`src/rtl/cpu_regfile_pkg.sv`:
```
// Shared types and sizes for the register block write port.
package cpu_regfile_pkg;
  localparam int DATA_W = 16;
  localparam int NREG   = 8;
  localparam int ADDR_W = 3;

  typedef logic [ADDR_W-1:0] reg_idx_t;

  typedef enum logic {
    IDLE,
    CLEAR
  } wctrl_state_t;
endpackage

```
`src/rtl/regfile_write_ctrl_if.sv`:
```
// Write requests, clear control and flattened D/Q buses
// between the pipeline, write controller and register block.
interface regfile_write_ctrl_if;
  import cpu_regfile_pkg::*;

  logic                   a_valid;
  reg_idx_t               a_addr;
  logic [DATA_W-1:0]      a_data;
  logic                   a_ready;
  logic                   b_valid;
  reg_idx_t               b_addr;
  logic [DATA_W-1:0]      b_data;
  logic                   b_ready;
  logic                   clr_req;
  logic                   busy;
  logic [NREG*DATA_W-1:0] q_bus;
  logic [NREG*DATA_W-1:0] d_bus;

  modport master (
    output a_valid, a_addr, a_data,
    output b_valid, b_addr, b_data,
    output clr_req, q_bus,
    input  a_ready, b_ready, busy, d_bus
  );

  modport slave (
    input  a_valid, a_addr, a_data,
    input  b_valid, b_addr, b_data,
    input  clr_req, q_bus,
    output a_ready, b_ready, busy, d_bus
  );
endinterface

```
`src/rtl/regfile_write_ctrl_arb.sv`:
```
// Two-way round-robin arbiter; the pointer only
// moves when both requesters contend.
module rr_arb2 (
  input  logic       clk,
  input  logic       rst,
  input  logic [1:0] req,
  output logic [1:0] gnt
);
  logic ptr_q;
  logic ptr_d;

  always_comb begin
    gnt   = 2'b00;
    ptr_d = ptr_q;
    unique case (1'b1)
      (req == 2'b11): begin
        gnt   = ptr_q ? 2'b10 : 2'b01;
        ptr_d = ~ptr_q;
      end
      (req == 2'b01): gnt = 2'b01;
      (req == 2'b10): gnt = 2'b10;
      default: ;
    endcase
  end

  always_ff @(posedge clk) begin
    if (rst) ptr_q <= 1'b0;
    else     ptr_q <= ptr_d;
  end
endmodule

```
`src/rtl/regfile_write_ctrl.sv`:
```
// Register-block write port: arbitration, hold and clear sweep.
// ZERO_REG_EN makes register 0 read-as-zero.
module regfile_write_ctrl
  import cpu_regfile_pkg::*;
(
  input logic             clk,
  input logic             rst,
  regfile_write_ctrl_if.slave bus
);
  wctrl_state_t state_q, state_d;
  reg_idx_t     sweep_idx_q, sweep_idx_d;
  logic         busy_q, busy_d;
  logic         grant_en;
  logic [1:0]   req;
  logic [1:0]   gnt;
  logic [NREG*DATA_W-1:0] d_mux;

  // clr_req beats any pending write in the same cycle
  assign grant_en = !rst && (state_q == IDLE) && !bus.clr_req;
  assign req      = {bus.b_valid, bus.a_valid} & {2{grant_en}};

  rr_arb2 u_arb (
    .clk (clk),
    .rst (rst),
    .req (req),
    .gnt (gnt)
  );

  assign bus.a_ready = gnt[0];
  assign bus.b_ready = gnt[1];
  assign bus.busy    = busy_q;
  assign bus.d_bus   = d_mux;

  always_comb begin
    state_d     = state_q;
    sweep_idx_d = sweep_idx_q;
    busy_d      = busy_q;
    unique case (state_q)
      IDLE: begin
        if (bus.clr_req) begin
          state_d     = CLEAR;
          sweep_idx_d = '0;
          busy_d      = 1'b1;
        end
      end
      CLEAR: begin
        if (sweep_idx_q == reg_idx_t'(NREG - 1)) begin
          state_d     = IDLE;
          sweep_idx_d = '0;
          busy_d      = 1'b0;
        end else begin
          sweep_idx_d = sweep_idx_q + 1'b1;
        end
      end
      default: state_d = IDLE;
    endcase
  end

  always_comb begin
    d_mux = bus.q_bus;
    if (rst) begin
      d_mux = '0;
    end else if (state_q == CLEAR) begin
      d_mux[int'(sweep_idx_q)*DATA_W +: DATA_W] = '0;
    end else if (gnt[0]) begin
      d_mux[int'(bus.a_addr)*DATA_W +: DATA_W] = bus.a_data;
    end else if (gnt[1]) begin
      d_mux[int'(bus.b_addr)*DATA_W +: DATA_W] = bus.b_data;
    end
`ifdef ZERO_REG_EN
    d_mux[DATA_W-1:0] = '0;
`else
`endif
  end

  always_ff @(posedge clk) begin
    if (rst) begin
      state_q     <= IDLE;
      sweep_idx_q <= '0;
      busy_q      <= 1'b0;
    end else begin
      state_q     <= state_d;
      sweep_idx_q <= sweep_idx_d;
      busy_q      <= busy_d;
    end
  end
endmodule

```
`src/flat_wrapper.sv`:
```
// flat-port wrapper written by rule: the top's interface ports become plain ports
module regfile_write_ctrl_flat import cpu_regfile_pkg::*;
  (clk, rst, bus_a_valid, bus_a_addr, bus_a_data, bus_b_valid, bus_b_addr, bus_b_data, bus_clr_req, bus_q_bus, bus_a_ready, bus_b_ready, bus_busy, bus_d_bus);
  regfile_write_ctrl_if bus_i ();
  input logic clk;
  input logic rst;
  input wire logic [$bits(bus_i.a_valid)-1:0] bus_a_valid;
  input wire logic [$bits(bus_i.a_addr)-1:0] bus_a_addr;
  input wire logic [$bits(bus_i.a_data)-1:0] bus_a_data;
  input wire logic [$bits(bus_i.b_valid)-1:0] bus_b_valid;
  input wire logic [$bits(bus_i.b_addr)-1:0] bus_b_addr;
  input wire logic [$bits(bus_i.b_data)-1:0] bus_b_data;
  input wire logic [$bits(bus_i.clr_req)-1:0] bus_clr_req;
  input wire logic [$bits(bus_i.q_bus)-1:0] bus_q_bus;
  output wire logic [$bits(bus_i.a_ready)-1:0] bus_a_ready;
  output wire logic [$bits(bus_i.b_ready)-1:0] bus_b_ready;
  output wire logic [$bits(bus_i.busy)-1:0] bus_busy;
  output wire logic [$bits(bus_i.d_bus)-1:0] bus_d_bus;
  assign bus_i.a_valid = bus_a_valid;
  assign bus_i.a_addr = bus_a_addr;
  assign bus_i.a_data = bus_a_data;
  assign bus_i.b_valid = bus_b_valid;
  assign bus_i.b_addr = bus_b_addr;
  assign bus_i.b_data = bus_b_data;
  assign bus_i.clr_req = bus_clr_req;
  assign bus_i.q_bus = bus_q_bus;
  assign bus_a_ready = bus_i.a_ready;
  assign bus_b_ready = bus_i.b_ready;
  assign bus_busy = bus_i.busy;
  assign bus_d_bus = bus_i.d_bus;
  regfile_write_ctrl u_core (.clk(clk), .rst(rst), .bus(bus_i));
endmodule
```
`config.mk`:
```
export PLATFORM = sky130hd
export DESIGN_NAME = regfile_write_ctrl_flat
export DESIGN_NICKNAME = d
export VERILOG_FILES = /design/src/rtl/cpu_regfile_pkg.sv /design/src/rtl/regfile_write_ctrl_if.sv /design/src/rtl/regfile_write_ctrl_arb.sv /design/src/rtl/regfile_write_ctrl.sv /design/src/flat_wrapper.sv
export SDC_FILE = /design/constraint.sdc
export NUM_CORES = 1
export LEC_CHECK = 0
export BUFFER_PORTS_ARGS = -buffer_cell sky130_fd_sc_hd__buf_2
export CAP_MARGIN = 20
export CORE_AREA = 2 2 119 121
export DETAILED_ROUTE_END_ITERATION = 16
export DIE_AREA = 0 0 121 123
export GPL_TIMING_DRIVEN = 0
export PLACE_DENSITY_LB_ADDON = 0.05
export SLEW_MARGIN = 0
export SYNTH_ARGS = -nofsm -noshare
export SYNTH_HDL_FRONTEND = slang
export SYNTH_HIERARCHICAL = 1
export SYNTH_SLANG_ARGS = --single-unit
export TNS_END_PERCENT = 5
```
`constraint.sdc`:
```
create_clock -name clk -period 4.65 [get_ports clk]
set_input_delay 0.93 -clock clk [delete_from_list [all_inputs] [get_ports clk]]
set_output_delay 0.93 -clock clk [all_outputs]
set_load 0.02 [all_outputs]
```
[Word-level counts from Yosys, hierarchy flattened]
Index checks and enable logic that the tools add are counted.
Operators by class
  add/subtract/negate cells: 4
  equal/unequal tests: 6
  shift-type cells: 6
  multiplexer cells: 18
  bitwise gates (word level): 3
  reductions and logical operators: 5
Operators with widths (count)
  128-bit 2-to-1 mux: 4
  128-bit bitwise mux: 3
  16-bit by 33-bit variable shift with 128-bit output, first input constant: 3
  16-bit by 33-bit variable part select with 128-bit output: 2
  16-bit by 33-bit variable part select with 128-bit output, first input constant: 1
  7-bit negator with 33-bit output: 3
  3-bit 2-to-1 mux: 2
  2-bit one-hot mux with 3 select lines: 1
  3-bit one-hot mux with 2 select lines: 1
  2-bit == test, second input constant: 2
  1-bit 2-to-1 mux: 4
  2-bit inequality test, second input constant: 2
  1-bit one-hot mux with 2 select lines: 2
  3-bit by 1-bit adder with 3-bit output, second input constant: 1
  3-bit == test, second input constant: 1
  2-bit AND: 1
  2-bit by 1-bit == test with 1-bit output, second input constant: 1
  1-bit logical AND: 2
  1-bit zero test: 2
  2-bit 2-to-1 mux: 1
  1-bit NOT: 2
  2-bit AND reduction: 1
Storage, ports and cells
  bits in registers: 6
  input port bits: 171
  output and inout bits: 131
  word-level logic and storage cells: 46

[Depth between registers and ports, before layout]
  depth after elaboration: 10
  gate-level depth with buffers: 13
  depth with buffers taken out: 7

[Hierarchy]
The synthesis kept the hierarchy.
Modules (own cells, without submodules)
  regfile_write_ctrl: times used 1, cells an instance 848, area each 5482.8 µm², sequential area each 100.1 µm²
  rr_arb2: times used 1, cells an instance 7, area each 65.1 µm², sequential area each 20.0 µm²

[Worst setup path before layout]
No wires, ideal clock.
  path type: input-to-output
  start point: in rst
  end point: out bus_d_bus[95]
  data arrival time: 4.430 ns
  data required time: 3.720 ns
  slack: -0.710 ns
  stages: 8
  buffers on the path: 2
  cells stage by stage: clkbuf_1 clkbuf_1 nor4b_1 a21boi_0 nand4bb_1 nor3_1 a21oi_1 a2111oi_0
On the way
  word-level cells in the longest chain between the ends: 10
  elaborated cells on any way between the ends: 12
  those cells by class: 3 x eq/ne; 5 x mux; 1 x bitwise; 3 x reduce/logical
Ends and longest elaborated chain
  start: declaration: line flat_wrapper.sv:6  | input logic rst;
  1-bit zero test *: line regfile_write_ctrl.sv:19  | assign grant_en = !rst && (state_q == IDLE) && !bus.clr_req;
  1-bit logical AND * (2 in a row): line regfile_write_ctrl.sv:19
  2-bit AND *: line regfile_write_ctrl.sv:20  | assign req = {bus.b_valid, bus.a_valid} & {2{grant_en}};
  named net u_core.req[1]: line regfile_write_ctrl.sv:14  | logic [1:0] req;
  2-bit == test (tied with other cells): line regfile_write_ctrl_arb.sv:21  | (req == 2'b10): gnt = 2'b10;
  2-bit one-hot mux with 3 select lines *: line regfile_write_ctrl_arb.sv:15  | unique case (1'b1)
  named net bus_b_ready: line flat_wrapper.sv:16  | output wire logic [$bits(bus_i.b_ready)-1:0] bus_b_ready;
  128-bit 2-to-1 mux *: line regfile_write_ctrl.sv:67  | end else if (gnt[1]) begin
  128-bit 2-to-1 mux *: line regfile_write_ctrl.sv:65  | end else if (gnt[0]) begin
  128-bit 2-to-1 mux *: line regfile_write_ctrl.sv:63  | end else if (state_q == CLEAR) begin
  128-bit 2-to-1 mux *: line regfile_write_ctrl.sv:61  | if (rst) begin
  end: declaration: line flat_wrapper.sv:18  | output wire logic [$bits(bus_i.d_bus)-1:0] bus_d_bus;
Mark *: on every way through the listed nets, which the timed path passes. The rest lies on a longest branch.

[Final worst setup path]
  start point: in rst
  end point: out bus_d_bus[14]
On the way
  word-level cells in the longest chain between the ends: 10
  elaborated cells on any way between the ends: 12
  those cells by class: 3 x eq/ne; 5 x mux; 1 x bitwise; 3 x reduce/logical
Ends and longest elaborated chain (line)
  1-bit zero test *: regfile_write_ctrl.sv:19
  1-bit logical AND * (2 in a row): regfile_write_ctrl.sv:19
  2-bit AND *: regfile_write_ctrl.sv:20
  named net u_core.req[1]: regfile_write_ctrl.sv:14
  2-bit == test (tied with other cells): regfile_write_ctrl_arb.sv:21
  2-bit one-hot mux with 3 select lines *: regfile_write_ctrl_arb.sv:15
  128-bit 2-to-1 mux: regfile_write_ctrl.sv:67
  128-bit 2-to-1 mux *: regfile_write_ctrl.sv:65
  128-bit 2-to-1 mux *: regfile_write_ctrl.sv:63
  128-bit 2-to-1 mux *: regfile_write_ctrl.sv:61
Marked as above.

==> results.cfg <==
[worst_hold_path]
min_path_cells = 2
hold_path.class = flip-flop to flip-flop
hold_path_end = u_core/bus.busy
holdCritStartpoint = u_core/bus.busy

[drt]
wire_per_inst_um = 22.0
drt-total-wl_um = 29300
drt-initial-drc-count = 839
drc_errors = 0
antenna_left = 0
dr_total_vias = 8546
vias_per_cell = 6.41
dr.pass1.iters = 6

[power]
seqPwrFrac = 0.054
p_sw_frac = 0.542
total_leakage_power_uw = 0.00360
comb_power_share = 0.812
p_switching_uw = 575
vdd_ir_drop_max_mv = 0.106
p_per_area_nw_per_um2 = 135
pwr-share-clk = 0.135
p_int_uw = 487

[timing]
final_max_slew_viol_count = 0
finClkSkew_ns = 0.00255
worst_pin_slew_ns = 0.883
holdWs_ns = 0.456
rsz0062_at_grt = yes
period_needed_ns = 4.60
fin_crit_sh = 0.989
fin_setup_tns_ns = 0
slew_headroom = 0.412
timing.final.setup_violations = 0
hold_viol = 0
timing.final.ws_setup_ns = 0.0498
max_freq_ghz = 0.217

[yosys]
synth-main-ff-cell = dfxtp_1
async_reset_ff_frac = 0
ys_seq_area_frac = 0.0217
syn_inst = 855
syn_area_per_cell_um2 = 6.49
synthAdderAreaFrac = 0.0226
syn_nets = 1036
synth-simple-area-share = 0.305
synth-compound-area-share = 0.437
synth-xor-area-share = 0
synthDistinctLibCells = 65
yosysWarnings = 6
synth-seq-cells = 6
synth_edf_count = 0
synth_top_family_by_area = compound AO/OA/AOI/OAI gates
synthMuxAreaShare = 0.115
synthesis.area_um2 = 5550

[setup_path]
reg2reg_slack_ns = 2.73
cp_max_fo = 10
reg2reg_depth = 8
start_kind = input port
cp.required_ns = 3.72
worstSetupEndpointType = output pin
reg2reg_from = u_core/state_q
r2r-end = u_core/u_arb/ptr_q
path_class = input port to output pin
worstPathArrival_ns = 3.67

[finish]
layout.cells.most_common_list = buf_2, a21oi_1, nand3_1, nor2_1, nand2_1
ff_latch_area_um2 = 120
drive_above_1_share = 0.408
fin_nets = 1336
layout_commonest_cell = buf_2
multi_input_area_um2 = 5260
area_growth_pct = 41.7
n_fill_cell = 1455

[placed_design]
port_buffers = 285
preCtsSetupSlack_ns = -0.820
routabilityCongestion = 1.02
hpwl_um = 23000

[die]
io_pins = 302
core_um2 = 13600
die-area_um2 = 14900
die_height_um = 123
dieWidth_um = 121
start_util = 0.408
num_rows = 43

[status]
status = complete, no violations

[global_route]
grt_max_degree = 11
grt_overflow = 0
antenna_found_initial = 3
grt_pass1_wl_um = 43500
grt.total_usage = 0.369
grt_pass1_vias = 8093

[clock_tree]
cts.sinks = 6
cts_tree = yes
cts_made_buffers = 3
clock_latency_ns = 0.23
cts.clk_slew.worst_paths_ns = 0.03
htree_levels = 1
clock-root-buffer = clkbuf_16
cts_max_path_buffers = 2

[flow_run]
maxCapViolations = 0
## metal layers
layer  part of all wire  wire length [µm]  up-vias  global-route usage
li1                   -                 -     3924                   -
met1               0.38             11200     4001               0.450
met2               0.48             14100      532               0.636
met3               0.10              3010       85              0.0798
met4              0.032               935        4               0.137
met5            0.00078                23        -                   0
## power groups by stage
stage / logic, µW / registers, µW / clock network [µW]
3_5_place_dp: 805 / 57.4 / 0
3_3_place_gp: 803 / 57.4 / 0
6_report: 862 / 57.0 / 143
2_1_floorplan: 508 / 57.4 / 0
5_1_grt: 915 / 57.2 / 147
4_1_cts: 824 / 56.8 / 143
## final cells by class
| type | instances | area share |
|---|---|---|
| diodes | 1 | 0.000318 |
| plain buffers | 108 | 0.0721 |
| clock buffers | 3 | 0.00955 |
| inverters | 15 | 0.00716 |
| multi-input cells | 721 | 0.669 |
| flip-flops and latches | 6 | 0.0153 |
| well taps | 180 | 0.0287 |
| repair buffers | 300 | 0.198 |
## worst max-delay path, cell delays in order
cell and delay [ns]:
buf_2 0.17, buf_12 0.16, nor4b_4 0.34, a21boi_4 0.39
buf_6 0.15, nor4b_1 0.26, a41o_2 0.36, buf_2 0.25
o221ai_1 0.14, a31oi_1 0.27, buf_2 0.22
## timing repair
item,4_1_cts,5_1_grt
gates resized for setup,40,49
pin swaps,5,7
hold endpoints to repair,0,0
hold buffers,0,0
endpoints found under the setup margin,128,101
buffers inserted,6,9
## metrics by stage
step | std cells | utilization | total power, µW | cell area (µm²)
6_report | 1334 | 0.577 | 1060 | 7860
5_1_grt | 1333 | 0.577 | 1120 | 7860
4_1_cts | 1328 | 0.561 | 1020 | 7640
3_5_place_dp | 1320 | 0.543 | 863 | 7390
3_3_place_gp | 1320 | 0.543 | 861 | 7390
2_1_floorplan | 855 | - | 566 | 5740
## cells in the mapped netlist, types with 11 or more instances
| master | count | share of area |
|---|---|---|
| o221ai_1 | 33 | 0.052 |
| nand2_1 | 49 | 0.033 |
| nand3_1 | 87 | 0.078 |
| mux2i_1 | 19 | 0.034 |
| a31oi_1 | 25 | 0.028 |
| nor4_1 | 11 | 0.012 |
| a311oi_2 | 20 | 0.054 |
| a211oi_1 | 16 | 0.022 |
| mux2_4 | 20 | 0.054 |
| nor3_1 | 44 | 0.040 |
| nand3b_1 | 12 | 0.016 |
| o211a_1 | 16 | 0.029 |
| buf_2 | 18 | 0.016 |
| mux2_2 | 13 | 0.026 |
| o22ai_1 | 28 | 0.032 |
| and2_1 | 16 | 0.018 |
| clkbuf_1 | 69 | 0.047 |
| a311oi_1 | 13 | 0.021 |
| buf_1 | 21 | 0.014 |
| a21oi_1 | 131 | 0.12 |
| nor2_1 | 55 | 0.037 |
| inv_1 | 14 | 0.0095 |
## registers in the layout, summed over array words and instances, names as in the netlist
name,cells
u_core/sweep_idx_q,3
u_core/u_arb/ptr_q,1
u_core/state_q,1
u_core/bus.busy,1
## worst max-delay path by stage
stage / startpoint / to / slack (ns)
floorplan: rst / bus_d_bus[102] / 0.05
global placement: rst / bus_d_bus[100] / -0.77
detailed placement: rst / bus_d_bus[110] / -0.82
CTS: rst / bus_d_bus[84] / -0.008
global route: bus_a_addr[0] / bus_d_bus[29] / -0.07
finish: rst / bus_d_bus[14] / 0.05
## cell families (layout without fill, tap and decap cells)
kind of cell    Yosys count  after routing
flops                     6              6
compound gates          333            333
mux                      52             52
other cells               0              1
simple gates            326            326
fa+ha+maj                10             10
buf+inv                 128            426
No activity file was read; power rests on OpenSTA's default activity.
